--- config.mk ---
export PLATFORM = sky130hd
export DESIGN_NAME = sequential_divider_flat
export DESIGN_NICKNAME = d
export VERILOG_FILES = /design/src/rtl/sequential_divider_if.sv /design/src/rtl/sequential_divider.sv /design/src/flat_wrapper.sv
export SDC_FILE = /design/constraint.sdc
export NUM_CORES = 1
export LEC_CHECK = 0
export BUFFER_PORTS_ARGS = -buffer_cell sky130_fd_sc_hd__buf_2
export CAP_MARGIN = 20
export CORE_MARGIN = 2
export CORE_UTILIZATION = 50
export CTS_CLUSTER_DIAMETER = 120
export DETAILED_ROUTE_END_ITERATION = 16
export PLACE_DENSITY_LB_ADDON = 0.15
export SLEW_MARGIN = 20
export SYNTH_ARGS = -nofsm -noshare
export SYNTH_HDL_FRONTEND = slang
export SYNTH_SLANG_ARGS = --single-unit
--- constraint.sdc ---
create_clock -name clk -period 2.1 [get_ports clk]
set_input_delay 0.105 -clock clk [delete_from_list [all_inputs] [get_ports clk]]
set_output_delay 0.105 -clock clk [all_outputs]
set_load 0.005 [all_outputs]
--- src/rtl/sequential_divider_if.sv ---
// Handshake bundle for sequential_divider: operand request channel and result response channel.
interface sequential_divider_if #(
  parameter int WIDTH = 8
);
  logic             in_valid;
  logic             in_ready;
  logic [WIDTH-1:0] dividend;
  logic [WIDTH-1:0] divisor;
  logic             out_valid;
  logic             out_ready;
  logic [WIDTH-1:0] quotient;
  logic [WIDTH-1:0] remainder;
  logic             div_by_zero;

  modport master (
    output in_valid, dividend, divisor, out_ready,
    input  in_ready, out_valid, quotient, remainder, div_by_zero
  );

  modport slave (
    input  in_valid, dividend, divisor, out_ready,
    output in_ready, out_valid, quotient, remainder, div_by_zero
  );
endinterface

--- src/rtl/sequential_divider.sv ---
// Restoring divider, one quotient bit per clock; result WIDTH cycles after accept (1 for /0), one op in flight,
// in_ready low from accept until the result handshakes. SEQ_DIVIDER_SIGNED_EN selects two's complement operands.
module sequential_divider #(
  parameter int WIDTH = 8
) (
  input  logic                 clk,
  input  logic                 rst,
  sequential_divider_if.slave  bus
);
  localparam int CW = $clog2(WIDTH);

  typedef enum logic [1:0] {
    IDLE = 2'd0,
    BUSY = 2'd1,
    DONE = 2'd2
  } state_t;

  state_t           state_q, state_d;
  logic [CW-1:0]    cnt_q, cnt_d;
  logic [WIDTH-1:0] dvd_q, dvd_d;
  logic [WIDTH-1:0] dvs_q, dvs_d;
  logic [WIDTH-1:0] rem_q, rem_d;
  logic [WIDTH-1:0] quo_q, quo_d;
  logic [WIDTH-1:0] rmd_q, rmd_d;
  logic             dbz_q, dbz_d;

  logic [WIDTH:0]   rem_shift;
  logic [WIDTH-1:0] rem_sub;
  logic             q_bit;
  logic [WIDTH-1:0] dvd_next;
  logic [WIDTH-1:0] rem_next;
  logic [WIDTH-1:0] mag_a;
  logic [WIDTH-1:0] mag_b;

`ifdef SEQ_DIVIDER_SIGNED_EN
  logic qneg_q, qneg_d;
  logic rneg_q, rneg_d;
`endif

  always_comb begin
    state_d   = state_q;
    cnt_d     = cnt_q;
    dvd_d     = dvd_q;
    dvs_d     = dvs_q;
    rem_d     = rem_q;
    quo_d     = quo_q;
    rmd_d     = rmd_q;
    dbz_d     = dbz_q;
`ifdef SEQ_DIVIDER_SIGNED_EN
    qneg_d    = qneg_q;
    rneg_d    = rneg_q;
    mag_a     = bus.dividend[WIDTH-1] ? -bus.dividend : bus.dividend;
    mag_b     = bus.divisor[WIDTH-1]  ? -bus.divisor  : bus.divisor;
`else
    mag_a     = bus.dividend;
    mag_b     = bus.divisor;
`endif
    // The shifted partial remainder needs WIDTH+1 bits before the compare.
    rem_shift = {rem_q, dvd_q[WIDTH-1]};
    q_bit     = (rem_shift >= {1'b0, dvs_q});
    rem_sub   = rem_shift[WIDTH-1:0] - dvs_q;
    rem_next  = q_bit ? rem_sub : rem_shift[WIDTH-1:0];
    dvd_next  = {dvd_q[WIDTH-2:0], q_bit};

    case (state_q)
      IDLE: begin
        if (bus.in_valid) begin
          state_d = BUSY;
          cnt_d   = '0;
          rem_d   = '0;
          dvs_d   = mag_b;
          // A zero divisor keeps the raw dividend so it can be returned as the remainder.
          dvd_d   = (bus.divisor == '0) ? bus.dividend : mag_a;
`ifdef SEQ_DIVIDER_SIGNED_EN
          qneg_d  = bus.dividend[WIDTH-1] ^ bus.divisor[WIDTH-1];
          rneg_d  = bus.dividend[WIDTH-1];
`endif
        end
      end
      BUSY: begin
        if (dvs_q == '0) begin
          state_d = DONE;
          quo_d   = '1;
          rmd_d   = dvd_q;
          dbz_d   = 1'b1;
        end else begin
          rem_d = rem_next;
          dvd_d = dvd_next;
          cnt_d = cnt_q + CW'(1);
          if (cnt_q == CW'(WIDTH - 1)) begin
            state_d = DONE;
            dbz_d   = 1'b0;
`ifdef SEQ_DIVIDER_SIGNED_EN
            quo_d   = qneg_q ? -dvd_next : dvd_next;
            rmd_d   = rneg_q ? -rem_next : rem_next;
`else
            quo_d   = dvd_next;
            rmd_d   = rem_next;
`endif
          end
        end
      end
      DONE: begin
        if (bus.out_ready) begin
          state_d = IDLE;
        end
      end
      default: begin
        state_d = IDLE;
      end
    endcase
  end

  always_ff @(posedge clk) begin
    if (rst) begin
      state_q <= IDLE;
      cnt_q   <= '0;
      dvd_q   <= '0;
      dvs_q   <= '0;
      rem_q   <= '0;
      quo_q   <= '0;
      rmd_q   <= '0;
      dbz_q   <= 1'b0;
`ifdef SEQ_DIVIDER_SIGNED_EN
      qneg_q  <= 1'b0;
      rneg_q  <= 1'b0;
`endif
    end else begin
      state_q <= state_d;
      cnt_q   <= cnt_d;
      dvd_q   <= dvd_d;
      dvs_q   <= dvs_d;
      rem_q   <= rem_d;
      quo_q   <= quo_d;
      rmd_q   <= rmd_d;
      dbz_q   <= dbz_d;
`ifdef SEQ_DIVIDER_SIGNED_EN
      qneg_q  <= qneg_d;
      rneg_q  <= rneg_d;
`endif
    end
  end

  assign bus.in_ready    = (state_q == IDLE);
  assign bus.out_valid   = (state_q == DONE);
  assign bus.quotient    = quo_q;
  assign bus.remainder   = rmd_q;
  assign bus.div_by_zero = dbz_q;
endmodule

--- src/flat_wrapper.sv ---
// flat-port wrapper written by rule: the top's interface ports become plain ports
module sequential_divider_flat 
#(
  parameter int WIDTH = 8
)
  (clk, rst, bus_in_valid, bus_dividend, bus_divisor, bus_out_ready, bus_in_ready, bus_out_valid, bus_quotient, bus_remainder, bus_div_by_zero);
  sequential_divider_if #(.WIDTH(WIDTH)) bus_i ();
  input  logic clk;
  input  logic rst;
  input wire logic [$bits(bus_i.in_valid)-1:0] bus_in_valid;
  input wire logic [$bits(bus_i.dividend)-1:0] bus_dividend;
  input wire logic [$bits(bus_i.divisor)-1:0] bus_divisor;
  input wire logic [$bits(bus_i.out_ready)-1:0] bus_out_ready;
  output wire logic [$bits(bus_i.in_ready)-1:0] bus_in_ready;
  output wire logic [$bits(bus_i.out_valid)-1:0] bus_out_valid;
  output wire logic [$bits(bus_i.quotient)-1:0] bus_quotient;
  output wire logic [$bits(bus_i.remainder)-1:0] bus_remainder;
  output wire logic [$bits(bus_i.div_by_zero)-1:0] bus_div_by_zero;
  assign bus_i.in_valid = bus_in_valid;
  assign bus_i.dividend = bus_dividend;
  assign bus_i.divisor = bus_divisor;
  assign bus_i.out_ready = bus_out_ready;
  assign bus_in_ready = bus_i.in_ready;
  assign bus_out_valid = bus_i.out_valid;
  assign bus_quotient = bus_i.quotient;
  assign bus_remainder = bus_i.remainder;
  assign bus_div_by_zero = bus_i.div_by_zero;
  sequential_divider #(.WIDTH(WIDTH)) u_core (.clk(clk), .rst(rst), .bus(bus_i));
endmodule
### Word-level counts from Yosys, hierarchy flattened

Index checks and enable logic that the tools add are counted.
Widths: inputs -> output; s select.

* bits of input ports: 20
* logic and storage cells: 47
* register bits after elaboration: 46

* magnitude comparators: 1
* mux-type cells: 21
* $add $sub $neg: 2
* eq/ne operators: 7
* reductions and logical operators: 8

Operator list (number)
* $mux 8: 9
* $pmux 8 s2: 2
* $ge 9x8->1: 1
* $logic_not 8->1: 1
* $mux 2: 4
* $sub 8x8->8: 1
* $mux 3: 2
* $ne 2x2->1 const B: 3
* $pmux 2 s3: 1
* $pmux 3 s2: 1
* $reduce_and 3->1: 2
* $reduce_and 2->1: 2
* $reduce_bool 2->1: 2
* $add 3x1->3 const B: 1
* $eq 3x3->1 const B: 1
* $ne 3x1->1 const B: 1
* $eq 2x1->1 const B: 1
* $eq 2x2->1 const B: 1
* $logic_not 2->1: 1
* $mux 1: 2

### Longest topological paths before layout

* depth in word-level cells: 4
* gate-level depth with buffers: 9

### Worst setup path before layout

No wires, ideal clock.

* path type: register to register
* from: register u_core.dvs_q[4]
* to: register u_core.rmd_q[0], in the netlist u_core.bus.remainder[0]
* setup slack: 0.128 ns
* arrival: 1.849 ns
* setup time: 0.123 ns
* cell stages (with the launch flop): 9
* cells stage by stage: dfxtp_1 inv_1 ha_1 a21o_1 a31o_1 o221a_2 buf_6 nor4_1 nor3_1

* word-level cells in the longest chain between the ends: 4

RTL lines
* from (decl): RTL line sequential_divider.sv:21 `logic [WIDTH-1:0] dvs_q, dvs_d;`
* from (signal assigned): RTL line sequential_divider.sv:132 `dvs_q <= dvs_d;`
* $ge 9x8->1: RTL line sequential_divider.sv:60 `q_bit = (rem_shift >= {1'b0, dvs_q});`
* $mux 8: RTL line sequential_divider.sv:62 `rem_next = q_bit ? rem_sub : rem_shift[WIDTH-1:0];`
* $mux 8: RTL line sequential_divider.sv:90 `if (cnt_q == CW'(WIDTH - 1)) begin`
* $mux 8: RTL line sequential_divider.sv:81 `if (dvs_q == '0) begin`
* to (signal assigned): RTL line sequential_divider.sv:135 `rmd_q <= rmd_d;`
* to (decl): RTL line sequential_divider.sv:24 `logic [WIDTH-1:0] rmd_q, rmd_d;`

Parallel ways exist; a longest one is shown, timed or not. The select of a mux whose other input is x is not followed.
A chain may end at the register's enable or synchronous reset.

### Final worst setup path

* from: register u_core.dvd_q[7]
* to: register u_core.rmd_q[6], in the netlist u_core.bus.remainder[6]

* word-level cells in the longest chain between the ends: 4

RTL lines
* from (decl): RTL line sequential_divider.sv:20 `logic [WIDTH-1:0] dvd_q, dvd_d;`
* from (signal assigned): RTL line sequential_divider.sv:131 `dvd_q <= dvd_d;`
* $sub 8x8->8 / $ge 9x8->1 (equally long branches): RTL line sequential_divider.sv:61, sequential_divider.sv:60
* $mux 8 (*): RTL line sequential_divider.sv:62
* $mux 8 (*): RTL line sequential_divider.sv:90
* $mux 8 (*): RTL line sequential_divider.sv:81

Mark *: on every way between the ends. The rest lies on a longest branch, timed or not. The select of a mux whose other input is x is not followed.

==> reports/metrics.yaml <==
yosys:
  synth_edf_count: 0
  async_flop_share_pct: 0
  yosysUniqueCellTypes: 61
  ys.flop_type: "dfxtp_1"
  synth_seq_cells: 46
  ys_top_cells_by_count: "46 x dfxtp_1, 43 x nand2_1, 22 x nor2_1"
  synth_top_area_share_pct: 37.51
  synth-seq-area-share_pct: 37.51
  synth.area.top_cells: "dfxtp_1 38%, nand2_1 6.6%, ha_1 5.1%"
  syn_inst: 286
  synth.most_common_cell: "dfxtp_1"
  synth_area_um2: 2455
  synth.avg_cell_area_um2: 8.583
  yosysWarnings: 0
  yosysTopAreaCell: "dfxtp_1"
  synth_nets: 317
detailed_routing:
  drtIter0Drc: 130
  dr.pass1.iters: 4
  avgViaCountPerCell: 5.725
  drc: 0
  vias: 2330
  routed_wl_um: 6199
  ant_nets: 0
  wl_per_cell_um: 15.23
critical_path:
  crit_slowest_cell: "fa_2"
  cp_top_family: "compound AO/OA/AOI/OAI gates"
  slowest_delay_ns: 0.34
  r2r-start: "u_core.dvd_q[7]"
  critical_path_class: "register to register"
  path_max_fanout: 3
  crit_top_cell: "inv_1"
  crit_chain: "inv_1 > ha_2 > inv_1 > fa_2 > a211o_1 > a2111oi_2 > nand4b_1 > o21ai_1 > a21oi_1"
  crit_required_ns: 2.33
  worstSetupStartpoint: "u_core.dvd_q[7]"
  crit_path_start_kind: "register"
  cp_num_buf_inv: 2
  arrival_ns: 2.29
  worst_setup_path_end_kind: "register"
timing:
  maxSlewHeadroom_pct: 59.36
  report.final.slew_viol_count: 0
  hold_viol_final: 0
  fmax_mhz: 486.1
  fin_skew_ns: 0.009147
  worst_slew_pin_slew_ns: 0.6051
  whs_ns: 0.02997
  rsz0062_at_grt: "yes"
  setup_violations: 0
  fin_crit_ns: 2.057
  min_period_over_period_pct: 97.97
power_and_ir_drop:
  ir_drop_v: 0.0004218
  p_leak_nw: 1.216
  power.density_nw_per_um2: 969.6
clock_network:
  clk_latency_ns: 0.31
  clk_root_buffer_cell: "clkbuf_8"
  cts_tree: "built"
  cts.htree.levels: 2
  cts.clk_slew.worst_paths_ns: 0.09
  clockBufferDepth: 2
  cts_buffers: 5
  cts.sinks: 46
  ctsHoldBuffers: 0
place:
  hpwl_um: 4685
  place.gp.congestion: 0.9423
  portBuffers: 38
  dpl-instance-area_um2: 2806
floorplanning:
  fp.dieH_um: 74.07
  start_util_pct: 51.97
  num_rows: 25
  die_x_um: 74.07
  die_area_um2: 5486
  coreArea_um2: 4723
  ios: 39
final_layout:
  syn_to_final_growth_pct: 22.27
  postLayoutCellArea_um2: 3002
  fin_nets: 370
  layout-drive-gt1-share_pct: 27.65
  antenna_cells: 0
global_route:
  grt_pass1_vias: 2110
  antenna_found_initial: 0
  grt_pass1_wl_um: 9977
  grt_overflow: 0
  grt_max_degree: 18
  grt_usage_pct: 23.57
status:
  status: "completed"
run:
  drv_cap: 0
min_path:
  worstHoldStart: "bus_divisor[5]"
  hold_path.class: "primary input to register"
-- layout make-up --
class / instances / area [um^2]
Tap cell: 67 / 83.83
Fill cell: 436 / 1722
Multi-Input combinational cell: 212 / 1435
Sequential cell: 46 / 920.9
Clock buffer: 5 / 68.82
Clock inverter: 3 / 68.82
Inverter: 14 / 52.55
Timing Repair Buffer: 60 / 371.6
-- per-layer routing --
metal  global-route usage, %  routed length [um]
met3                   4.607                 295
met1                   30.63                2859
met2                   38.59                2935
met4                   9.293                 109
met5                       0                   0
-- cell families (layout without fill, tap and decap cells) --
group / count (synthesis) / after routing / share of synthesized area [%]
and+or+nand+nor: 107 / 107 / 22.38
adders and majority gates: 11 / 11 / 5.912
xor gates and xnor gates: 3 / 3 / 1.071
buffers and inverters: 28 / 82 / 5.912
AOI/OAI and AO/OA: 91 / 91 / 27.22
DFF: 46 / 46 / 37.51
-- report_power, final --
part | internal [mW] | switching [mW]
Combinational | 0.464 | 0.613
Clock | 0.477 | 0.319
Sequential | 0.960 | 0.0765
-- what timing repair did --
| item | CTS | global route |
|---|---|---|
| pin swaps | 1 | 4 |
| endpoints found under the setup margin | 2 | 12 |
| buffers inserted | 0 | 1 |
| resized for setup | 2 | 9 |
-- through the flow --
step	utilization, %	setup WS [ns]	setup TNS [ns]	instances	power, mW
6_report	63.55	0.04273	0	407	2.910
5_1_grt	63.55	-0.07279	-0.1496	407	3.086
4_1_cts	62.65	0.008686	0	406	2.856
3_5_place_dp	59.42	-0.005744	-0.005744	398	2.039
3_3_place_gp	59.42	0.06254	0	398	2.023
2_1_floorplan	-	0.1284	0	286	1.764
-- cell usage in the layout (no fill, tap or decap), types with 9 or more instances in the layout --
cell type and instances:
inv_1 14, a21oi_1 20, nand3_1 9, ha_1 9, buf_4 20, dfxtp_1 46
buf_2 38, nor2_1 22, nand2_1 43
-- registers in the layout, summed over array words and instances, names as in the netlist --
signal	count
u_core.dvd_q	8
u_core.rem_q	8
u_core.dvs_q	8
u_core.bus.div_by_zero	1
u_core.state_q	2
u_core.bus.quotient	8
u_core.cnt_q	3
u_core.bus.remainder	8
-- final timing paths --
path,end,slack [ns],cells after the start
worst max-delay path,u_core.bus.remainder[6],0.04,9
worst min-delay path,u_core.dvs_q[5],0.03,3
worst max register to register,u_core.bus.remainder[6],0.04,9
worst min register to register,u_core.cnt_q[1],0.48,2
-- worst min-delay path: stages --
cell	delay, ns
buf_2	0.09
nand2_1	0.04
a21oi_1	0.05
(Power assumes the default switching activity.)
